### config.mk
export PLATFORM = sky130hd
export DESIGN_NAME = sram_port0_ctrl
export DESIGN_NICKNAME = d
export VERILOG_FILES = /design/src/rtl/sram_port0_ctrl.sv
export SDC_FILE = /design/constraint.sdc
export NUM_CORES = 1
export LEC_CHECK = 0
export ABC_AREA = 0
export BUFFER_PORTS_ARGS = -buffer_cell sky130_fd_sc_hd__buf_2
export CORE_ASPECT_RATIO = 0.9
export CORE_MARGIN = 3
export CORE_UTILIZATION = 24
export CTS_CLUSTER_DIAMETER = 60
export CTS_CLUSTER_SIZE = 24
export DETAILED_ROUTE_END_ITERATION = 6
export PLACE_DENSITY = 0.44
export SLEW_MARGIN = 20
export SYNTH_ARGS = -nofsm -noshare
export SYNTH_HDL_FRONTEND = slang
export SYNTH_SLANG_ARGS = --single-unit
### constraint.sdc
create_clock -name clk_i -period 6.2 [get_ports clk_i]
set_input_delay 0.93 -clock clk_i [delete_from_list [all_inputs] [get_ports clk_i]]
set_output_delay 0.93 -clock clk_i [all_outputs]
set_load 0.02 [all_outputs]
### src/rtl/sram_port0_ctrl.sv
// Port-0 front-end for the sram macro: registered pin drive,
// two-stage tag pipeline and an in-order response FIFO.
module sram_port0_ctrl #(
  parameter int ADDR_WIDTH = 10,
  parameter int DATA_WIDTH = 32,
  parameter int NUM_WMASKS = 4,
  parameter int RSP_DEPTH  = 4
) (
  input  logic                  clk_i,
  input  logic                  rst_ni,
  input  logic                  req_valid_i,
  output logic                  req_ready_o,
  input  logic                  req_we_i,
  input  logic [31:0]           req_addr_i,
  input  logic [NUM_WMASKS-1:0] req_be_i,
  input  logic [DATA_WIDTH-1:0] req_wdata_i,
  output logic                  rsp_valid_o,
  input  logic                  rsp_ready_i,
  output logic [DATA_WIDTH-1:0] rsp_rdata_o,
  output logic                  rsp_err_o,
  output logic                  sram_csb0_o,
  output logic                  sram_web0_o,
  output logic [NUM_WMASKS-1:0] sram_wmask0_o,
  output logic [ADDR_WIDTH-1:0] sram_addr0_o,
  output logic [DATA_WIDTH-1:0] sram_din0_o,
  input  logic [DATA_WIDTH-1:0] sram_dout0_i
);

  localparam int PW = $clog2(RSP_DEPTH);
  localparam int CW = PW + 2;
  localparam logic [PW:0]   FULL = RSP_DEPTH[PW:0];
  localparam logic [CW-1:0] LIM  = RSP_DEPTH[CW-1:0];

  logic                  w_acc;
  logic                  w_err;
  logic                  w_nop;
  logic                  w_access;
  logic                  w_push;
  logic                  w_pop;
  logic [DATA_WIDTH-1:0] w_push_data;
  logic [CW-1:0]         w_out;
  logic                  w_unused;

  logic                  r_s0_valid;
  logic                  r_s0_we;
  logic                  r_s0_err;
  logic                  r_csb;
  logic                  r_web;
  logic [NUM_WMASKS-1:0] r_wmask;
  logic [ADDR_WIDTH-1:0] r_addr;
  logic [DATA_WIDTH-1:0] r_din;

  logic                  r_s1_valid;
  logic                  r_s1_we;
  logic                  r_s1_err;

  logic [DATA_WIDTH-1:0] r_fifo_data [RSP_DEPTH];
  logic                  r_fifo_err  [RSP_DEPTH];
  logic [PW-1:0]         r_wptr;
  logic [PW-1:0]         r_rptr;
  logic [PW:0]           r_cnt;

  assign w_unused = ^req_addr_i[1:0];

  // Credit count uses only registered state, never rsp_ready_i.
  assign w_out = CW'(r_s0_valid) + CW'(r_s1_valid) + CW'(r_cnt);
  assign req_ready_o = (w_out < LIM);

  assign w_acc    = req_valid_i && req_ready_o;
  assign w_err    = |req_addr_i[31:ADDR_WIDTH+2];
  assign w_nop    = req_we_i && (req_be_i == '0);
  assign w_access = w_acc && !w_err && !w_nop;

  always_ff @(posedge clk_i or negedge rst_ni) begin
    if (!rst_ni) begin
      r_s0_valid <= 1'b0;
      r_s0_we    <= 1'b0;
      r_s0_err   <= 1'b0;
      r_csb      <= 1'b1;
      r_web      <= 1'b1;
      r_wmask    <= '0;
      r_addr     <= '0;
      r_din      <= '0;
    end else begin
      r_s0_valid <= w_acc;
      r_s0_we    <= req_we_i;
      r_s0_err   <= w_err;
      r_csb      <= !w_access;
      r_web      <= !(w_access && req_we_i);
      r_wmask    <= (w_access && req_we_i) ? req_be_i : '0;
      if (w_access) begin
        r_addr <= req_addr_i[ADDR_WIDTH+1:2];
        r_din  <= req_wdata_i;
      end
    end
  end

  always_ff @(posedge clk_i or negedge rst_ni) begin
    if (!rst_ni) begin
      r_s1_valid <= 1'b0;
      r_s1_we    <= 1'b0;
      r_s1_err   <= 1'b0;
    end else begin
      r_s1_valid <= r_s0_valid;
      r_s1_we    <= r_s0_we;
      r_s1_err   <= r_s0_err;
    end
  end

  assign w_push = r_s1_valid;
  assign w_pop  = rsp_valid_o && rsp_ready_i;
  assign w_push_data = (!r_s1_we && !r_s1_err) ? sram_dout0_i : '0;

  always_ff @(posedge clk_i or negedge rst_ni) begin
    if (!rst_ni) begin
      r_wptr <= '0;
      r_rptr <= '0;
      r_cnt  <= '0;
      for (int i = 0; i < RSP_DEPTH; i++) begin
        r_fifo_data[i] <= '0;
        r_fifo_err[i]  <= 1'b0;
      end
    end else begin
      if (w_push) begin
        r_fifo_data[r_wptr] <= w_push_data;
        r_fifo_err[r_wptr]  <= r_s1_err;
        r_wptr <= r_wptr + 1'b1;
      end
      if (w_pop) begin
        r_rptr <= r_rptr + 1'b1;
      end
      unique case ({w_push, w_pop})
        2'b10:   r_cnt <= r_cnt + 1'b1;
        2'b01:   r_cnt <= r_cnt - 1'b1;
        default: r_cnt <= r_cnt;
      endcase
    end
  end

`ifndef SYNTHESIS
  always_ff @(posedge clk_i) begin
    if (rst_ni) begin
      assert (!(w_push && (r_cnt == FULL)));
    end
  end
`endif

  assign rsp_valid_o = (r_cnt != '0);
  assign rsp_rdata_o = rsp_valid_o ? r_fifo_data[r_rptr] : '0;
  assign rsp_err_o   = rsp_valid_o && r_fifo_err[r_rptr];

  assign sram_csb0_o   = r_csb;
  assign sram_web0_o   = r_web;
  assign sram_wmask0_o = r_wmask;
  assign sram_addr0_o  = r_addr;
  assign sram_din0_o   = r_din;

endmodule

# Yosys cells after proc, flatten, opt, wreduce, memory -nomap -nowiden
# Cells that the tools add are included.
# word_totals
output_inout_bits	83
word_cells	71
input_bits	105
reg_bits	193
# classes
bitwise_logic	2
add_sub_neg	6
n_mux	16
reduce_logical	19
eq_ne	2
magnitude_cmp	4
# ops
op	n
2-to-1 mux 32 bit	5
bitwise mux 128 bit	1
binary-select mux 32 bit (select 2 bit)	1
demux 32 bit (select 2 bit)	1
OR reduction 20 bit	1
logical AND 1 bit	9
greater-or-equal comparator 3 bit, second input constant	2
zero test 1 bit	6
inverter 2 -> 3 bit	2
case mux 3 bit (2 select lines)	1
adder 2 x 1 -> 2 bit, second input constant	2
adder 2 x 3 -> 4 bit	1
bitwise mux 4 bit	1
zero test 4 bit	1
less-than comparator 4 x 3 -> 1 bit, second input constant	1
2-to-1 mux 4 bit	1
adder 3 x 1 -> 3 bit, second input constant	1
less-than comparator 3 x 1 -> 1 bit, second input constant	1
2-to-1 mux 1 bit	3
nonzero test 3 bit	1
subtractor 3 x 1 -> 3 bit, second input constant	1
adder 1 x 1 -> 2 bit	1
binary-select mux 1 bit (select 2 bit)	1
demux 1 bit (select 2 bit)	1
3 further kinds	3

# Longest topological paths before layout
# Gate-level depths: netlist of run 1.
# logic_depth
depth_word	8
ltp_mapped	9

# Worst setup path before layout of run 1
# OpenSTA, ideal clock, no wires.
# synth_path
kind	register -> output
startpoint	register r_rptr[0]
endpoint	output rsp_rdata_o[10]
required_time_ps	5270
t_arrival_ps	1560
stages_incl_launch_ff	5
slack_ps	3710
n_path_buf	2
cell_sequence	dfrtp_1 buf_2 buf_2 mux4_2 and2_1
# synth_via
elab_chain_cells	5
# synth_rtl
item	line_no	rtl
start: declaration	60	logic [PW-1:0] r_rptr;
start signal: assignment	130	r_rptr <= r_rptr + 1'b1;
inverter 2 -> 3 bit (implied by the code)	149	assign rsp_rdata_o = rsp_valid_o ? r_fifo_data[r_rptr] : '0;
binary-select mux 32 bit (select 2 bit)	149	
2-to-1 mux 32 bit (implied by the code) (2 in a row)	149	
2-to-1 mux 32 bit	149	
end: declaration	19	output logic [DATA_WIDTH-1:0] rsp_rdata_o,
# Every way passes these cells. The select of a mux whose other input is x is not followed.

# Worst setup path after layout of run 1
# layout_path
startpoint	register r_rptr[0]
endpoint	output rsp_rdata_o[17]
# The elaborated chain is that of the path after synthesis.

==> results.py, run 1 <==
metrics = {
    "cells_and_area": {
        "area_growth_pct": 23.7,
        "fin_nets": 969,
        "n_fill_cell": 3578,
        "drive_gt1_share_pct": 35.9,
        "finalNonFillerCells": 1325,
        "antennaDiodeCount": 0,
    },
    "flow_run": {
        "drv_cap": 0,
    },
    "sta": {
        "tns_ns": 0,
        "layout_min_cycle_time_ns": 3.56,
        "max-slew-margin-rel_pct": 29.3,
        "hold_viol_final": 0,
        "fin_ws_ns": 2.64,
        "maxSlewViolCount": 0,
        "fin_worst_skew_ns": 0.0126,
        "post-route-period-util_pct": 57.4,
        "rsz0062_at_grt": "no",
        "worstMarginPinSlew_ns": 1.06,
        "fmax_mhz": 281,
        "setup_viol": 0,
    },
    "synth": {
        "synth-xor-area-share_pct": 0.643,
        "syn_inst": 695,
        "synthFlopType": "dfrtp_1",
        "synthSimpleGateAreaFrac_pct": 11.7,
        "synth_edf_count": 0,
        "synth-seq-cells": 193,
        "syn_nets": 807,
        "synth_top_family_by_area": "multiplexers",
        "yosys_warnings": 0,
        "synth-adder-area-share_pct": 1.16,
        "seq_area_frac_synth_pct": 59.1,
        "synth_compound_area_share_pct": 8.16,
        "syn-cell-area_um2": 8170,
        "syn_avg_cell_area_um2": 11.8,
        "synth_mux_area_share_pct": 15.9,
        "synthArstFlopShare_pct": 100,
        "ys_types": 30,
    },
    "worst_setup_path": {
        "critPathKind": "reg2out",
        "crit_buf_inv": 2,
        "cp.depth": 4,
        "critPathMaxStageDelay_ns": 0.69,
        "crit_chain": "buf_4 -> mux4_2 -> and2_1 -> buf_2",
        "reg2reg_slack_ns": 3.62,
        "critPathSlowestCell": "dfrtp_2",
        "critPathTopFamily": "buffers and inverters",
        "cp-end-kind": "output pin",
        "worstPathArrival_ns": 2.63,
        "crit_path_max_fanout": 22,
        "cp-start-kind": "register",
        "ff2ff_path_depth": 6,
        "cp.required_ns": 5.27,
    },
    "die": {
        "start_util_pct": 24.6,
        "die_h_um": 181,
        "top_level_ports": 188,
        "rows": 63,
        "core_um2": 33300,
        "die_w_um": 200,
        "die-area_um2": 36300,
    },
    "routing": {
        "ant_nets": 0,
        "dr.pass1.iters": 4,
        "wirelength_um": 21400,
        "drc": 0,
        "wl_per_cell_um": 16.1,
        "viasPerCell": 4.14,
        "vias": 5488,
        "drtIter0Drc": 166,
    },
    "global_routing": {
        "grt_overflow": 0,
        "grt_start_max_net_pins": 110,
        "grt_pass1_wl_um": 34200,
        "grt_pass1_vias": 5894,
        "antenna_found_initial": 2,
        "grt_util_all_layers_pct": 12.2,
    },
    "clock_network": {
        "cts_resized": 0,
        "post_cts_buffers": 0,
        "root_buffer": "clkbuf_16",
        "clock_latency_ns": 0.45,
        "cts.sinks": 193,
        "cts-buffers-inserted": 17,
        "cts_tree": "built",
        "clockBufferDepth": 2,
        "clk_pin_slew_ns": 0.08,
        "ctsHoldBuffers": 0,
        "htree_num_levels": 4,
    },
    "placement": {
        "pre_cts_ws_ns": 2.99,
        "place_inst": 1293,
        "dp_hpwl_um": 13600,
        "numPortBuffers": 185,
        "gp_congestion": 0.666,
    },
    "min_path": {
        "hp-class": "reg2reg",
        "hold_depth": 0,
    },
    "status": {
        "status": "completed",
    },
    "power_and_ir_drop": {
        "peakVddDrop_uv": 162,
        "powerDensity_nw_per_um2": 420,
        "p_leak_nw": 4.82,
    },
}
worst paths after layout:
| check | startpoint | end |
|---|---|---|
| min in group asynchronous | rst_ni | sram_din0_o[10]$_DFFE_PN0P_ |
| max | r_rptr[0]$_DFFE_PN0N_ | rsp_rdata_o[17] |
| min | r_s0_we$_DFF_PN0_ | r_s1_we$_DFF_PN0_ |
| max reg2reg | r_cnt[1]$_DFFE_PN0P_ | r_cnt[1]$_DFFE_PN0P_ |
| min reg2reg | r_s0_we$_DFF_PN0_ | r_s1_we$_DFF_PN0_ |
| max in group asynchronous | rst_ni | r_fifo_data[70]$_DFFE_PN0P_ |
stage by stage:
stage	cell area [um^2]	hold WS (ns)	util [%]	power, mW
after floorplan	8170	0.331	-	2.75
after global placement	9520	0.336	28.6	3.19
after detailed placement	9520	0.337	28.6	3.22
after CTS	10100	0.355	30.4	4.36
after global routing	10100	0.357	30.4	4.58
final	10100	0.353	30.4	4.25
area by class of cell:
class / instances / area, um^2 / area share (%)
clock buffer: 18 / 439 / 4.34
clock inverter: 14 / 149 / 1.47
inverter: 8 / 30.0 / 0.297
multi-input combinational: 445 / 3090 / 30.5
sequential: 193 / 4830 / 47.8
tap: 455 / 569 / 5.63
timing repair buffer: 192 / 1000 / 9.89
where the power goes:
part	total, mW	switching, mW	internal [mW]	leakage [nW]
combinational	1.27	0.688	0.583	1.97
sequential	1.87	0.266	1.60	2.57
clock	1.11	0.533	0.579	0.287
total	4.25	1.49	2.76	4.82
Yosys cell counts (all sizes together) (2+ instances only):
cell | n | share of area (%)
clkbuf | 36 | 1.7
nor2 | 3 | 0.14
o21ai | 130 | 8.0
and2 | 35 | 2.7
buf | 13 | 1.3
mux4 | 33 | 9.1
and3 | 5 | 0.44
ha | 6 | 0.92
inv | 8 | 0.37
dfrtp | 191 | 58
dfstp | 2 | 0.64
mux2 | 46 | 6.8
xor2 | 4 | 0.43
xnor2 | 2 | 0.21
nand2 | 170 | 7.8
nor4 | 6 | 0.46
kinds of logic after synthesis:
| kind of cell | Yosys count |
|---|---|
| XOR/XNOR | 6 |
| buffers and inverters | 57 |
| multiplexers | 79 |
| adder cells (fa/ha/maj) | 7 |
| AND/OR/NAND/NOR | 221 |
| AO/OA/AOI/OAI | 132 |
| flip-flops | 193 |
layout by cell type, fill, tap and decap left out:
cell / instances
buf_4: 6
nand2_2: 4
clkbuf_16: 17
or3_2: 1
mux4_2: 33
clkinv_8: 1
clkinv_2: 1
mux2_2: 32
buf_12: 1
clkinv_4: 5
mux2_4: 10
xor2_1: 4
inv_8: 1
nand2_1: 166
dfrtp_2: 2
clkinvlp_4: 1
xnor2_1: 2
and2_4: 1
ha_1: 6
inv_6: 4
bufinv_16: 1
a21oi_2: 1
nor4_1: 6
a21o_1: 1
nor2_4: 1
clkbuf_8: 2
inv_1: 8
mux2_1: 4
and2_1: 34
nor2_1: 2
and3_4: 1
dfrtp_1: 189
fa_1: 1
o21ai_0: 130
and3_1: 4
buf_2: 184
nand3_1: 1
dfstp_2: 2
state kept, by name, indices dropped and copies added, names as in the netlist:
register,count
r_fifo_data,128
sram_wmask0_o,4
sram_web0_o,1
r_fifo_err,4
r_wptr,2
r_s0_we,1
r_cnt,3
sram_csb0_o,1
r_s1_we,1
r_s0_err,1
r_s1_valid,1
r_rptr,2
r_s1_err,1
sram_din0_o,32
r_s0_valid,1
sram_addr0_o,10
layer usage:
layer  vias up  track usage (%)  wire, um
met5         -                0        21
met4         4             4.21       311
met3        22             4.99      1730
met2       159             19.1      9700
met1      2619             15.4      9620
li1       2684                -         -
Power figures use the tool's default switching activity.
==> run 2, diff against run 1 <==
==> constraint.sdc (replaced) <==
create_clock -name clk_i -period 3.7 [get_ports clk_i]
set_input_delay 0.555 -clock clk_i [delete_from_list [all_inputs] [get_ports clk_i]]
set_output_delay 0.555 -clock clk_i [all_outputs]
set_load 0.02 [all_outputs]
==> run 2 against run 1 <==
Clock skew is 0.0038 ns higher; flip-flop and latch count stayed put; largest power group unchanged; combinational power is 72% higher; setup slack worse by 1.8 ns; critical path type unchanged; global-route usage is 0.11 points lower; die area stayed put; final cell count is 0.23% higher; clock-buffer cell count stayed put; design area is 0.27% higher.
==> results.py, run 2 (synthesized netlist as in run 1, its figures left out) <==
metrics = {
    "routing": {
        "drc": 0,
        "viasPerCell": 4.18,
        "wl_per_cell_um": 16.0,
        "vias": 5551,
        "ant_nets": 0,
        "wirelength_um": 21300,
        "dr.pass1.iters": 4,
        "drtIter0Drc": 224,
    },
    "global_routing": {
        "grt_util_all_layers_pct": 12.1,
        "grt_start_max_net_pins": 93,
        "grt_pass1_vias": 5987,
        "antenna_found_initial": 1,
        "grt_overflow": 0,
        "grt_pass1_wl_um": 34400,
    },
    "worst_setup_path": {
        "cp.required_ns": 3.14,
        "rr_startpoint": "r_cnt[0]$_DFFE_PN0P_",
        "reg2reg_slack_ns": 1.29,
        "cp.depth": 4,
        "critPathMaxStageDelay_ns": 0.68,
        "crit_chain": "buf_12 -> mux4_2 -> and2_1 -> buf_2",
        "critPathKind": "reg2out",
        "crit_path_max_fanout": 23,
        "ff2ff_path_depth": 6,
        "critPathTopFamily": "flip-flops",
        "cp-start-kind": "register",
        "startpoint": "r_rptr[0]$_DFFE_PN0N_",
        "rr_endpoint": "sram_din0_o[15]$_DFFE_PN0P_",
        "cp-end-kind": "output pin",
        "crit_buf_inv": 2,
        "worstPathArrival_ns": 2.32,
        "crit_path_end": "rsp_rdata_o[31]",
        "critPathSlowestCell": "dfrtp_2",
    },
    "placement": {
        "post_dp_cell_area_um2": 9570,
        "gp_congestion": 0.695,
        "dp_hpwl_um": 13900,
        "numPortBuffers": 185,
    },
    "sta": {
        "fmax_mhz": 347,
        "post-route-period-util_pct": 77.8,
        "maxSlewViolCount": 0,
        "max-slew-margin-rel_pct": 31.2,
        "layout_min_cycle_time_ns": 2.88,
        "fin_worst_skew_ns": 0.0164,
        "tns_ns": 0,
        "setup_viol": 0,
        "worstMarginPinSlew_ns": 1.03,
        "hold_viol_final": 0,
        "rsz0062_at_grt": "no",
    },
    "clock_network": {
        "cts_resized": 0,
        "cts-buffers-inserted": 17,
        "clockBufferDepth": 2,
        "ctsHoldBuffers": 0,
        "clock_latency_ns": 0.44,
        "cts.sinks": 193,
        "root_buffer": "clkbuf_16",
        "cts_tree": "built",
        "htree_num_levels": 4,
        "post_cts_buffers": 0,
        "clk_pin_slew_ns": 0.08,
    },
    "cells_and_area": {
        "stdcell_area_um2": 10100,
        "area_growth_pct": 24.1,
        "fin_nets": 972,
        "largest_register_ffs": 128,
        "mostFrequentLayoutCells": "dfrtp_1, buf_2, nand2_1",
        "largest_register": "r_fifo_data",
        "drive_gt1_share_pct": 36.0,
        "antennaDiodeCount": 0,
        "final_common_cell": "dfrtp_1",
    },
    "die": {
        "die-area_um2": 36300,
        "core_um2": 33300,
        "die_h_um": 181,
        "rows": 63,
        "die_w_um": 200,
        "start_util_pct": 24.6,
        "top_level_ports": 188,
    },
    "flow_run": {
        "drv_cap": 0,
    },
    "power_and_ir_drop": {
        "powerDensity_nw_per_um2": 701,
        "p_leak_nw": 4.84,
        "peakVddDrop_uv": 328,
    },
    "min_path": {
        "hp-class": "in2async",
    },
    "status": {
        "status": "completed",
    },
}
[run 2: through the flow]
| step | hold slack (ns) | utilization, % | total power [mW] | std cells | setup slack [ns] |
|---|---|---|---|---|---|
| floorplan | 0.259 | - | 4.60 | 695 | 1.53 |
| global placement | 0.335 | 28.8 | 5.38 | 1296 | 1.09 |
| detailed placement | 0.336 | 28.8 | 5.43 | 1296 | 1.10 |
| CTS | 0.214 | 30.5 | 7.28 | 1328 | 0.724 |
| global route | 0.230 | 30.5 | 7.66 | 1328 | 0.652 |
| finish | 0.184 | 30.5 | 7.11 | 1328 | 0.821 |
[run 2: area by class of cell]
type / instances / area, um^2
Fill cell: 3573 / 23100
Sequential cell: 193 / 4830
Multi-Input combinational cell: 445 / 3090
Timing Repair Buffer: 195 / 1050
Tap cell: 455 / 569
Clock buffer: 18 / 429
Clock inverter: 14 / 139
Inverter: 8 / 30.0
[run 2: report_power, final]
group / leakage, nW / switching (mW) / total [mW] / internal (mW)
clock network: 0.281 / 0.911 / 1.81 / 0.901
logic: 2.00 / 1.18 / 2.18 / 1.00
registers: 2.57 / 0.430 / 3.12 / 2.69
[run 2: routing by layer]
layer / up-vias / global-route usage [%] / wire length [um]
met5: - / 0 / 13
li1: 2697 / - / -
met1: 2673 / 15.2 / 9360
met2: 168 / 19.5 / 9900
met4: 2 / 2.87 / 182
met3: 11 / 5.13 / 1830
[run 2: worst min path at each step]
stage,start,endpoint,slack (ns)
finish,rst_ni,sram_addr0_o[1]$_DFFE_PN0P_,0.18
global route,rst_ni,sram_addr0_o[1]$_DFFE_PN0P_,0.23
CTS,rst_ni,sram_addr0_o[1]$_DFFE_PN0P_,0.21
detailed placement,r_s0_err$_DFF_PN0_,r_s1_err$_DFF_PN0_,0.34
global placement,r_s0_err$_DFF_PN0_,r_s1_err$_DFF_PN0_,0.33
floorplan,rst_ni,r_cnt[0]$_DFFE_PN0P_,0.26
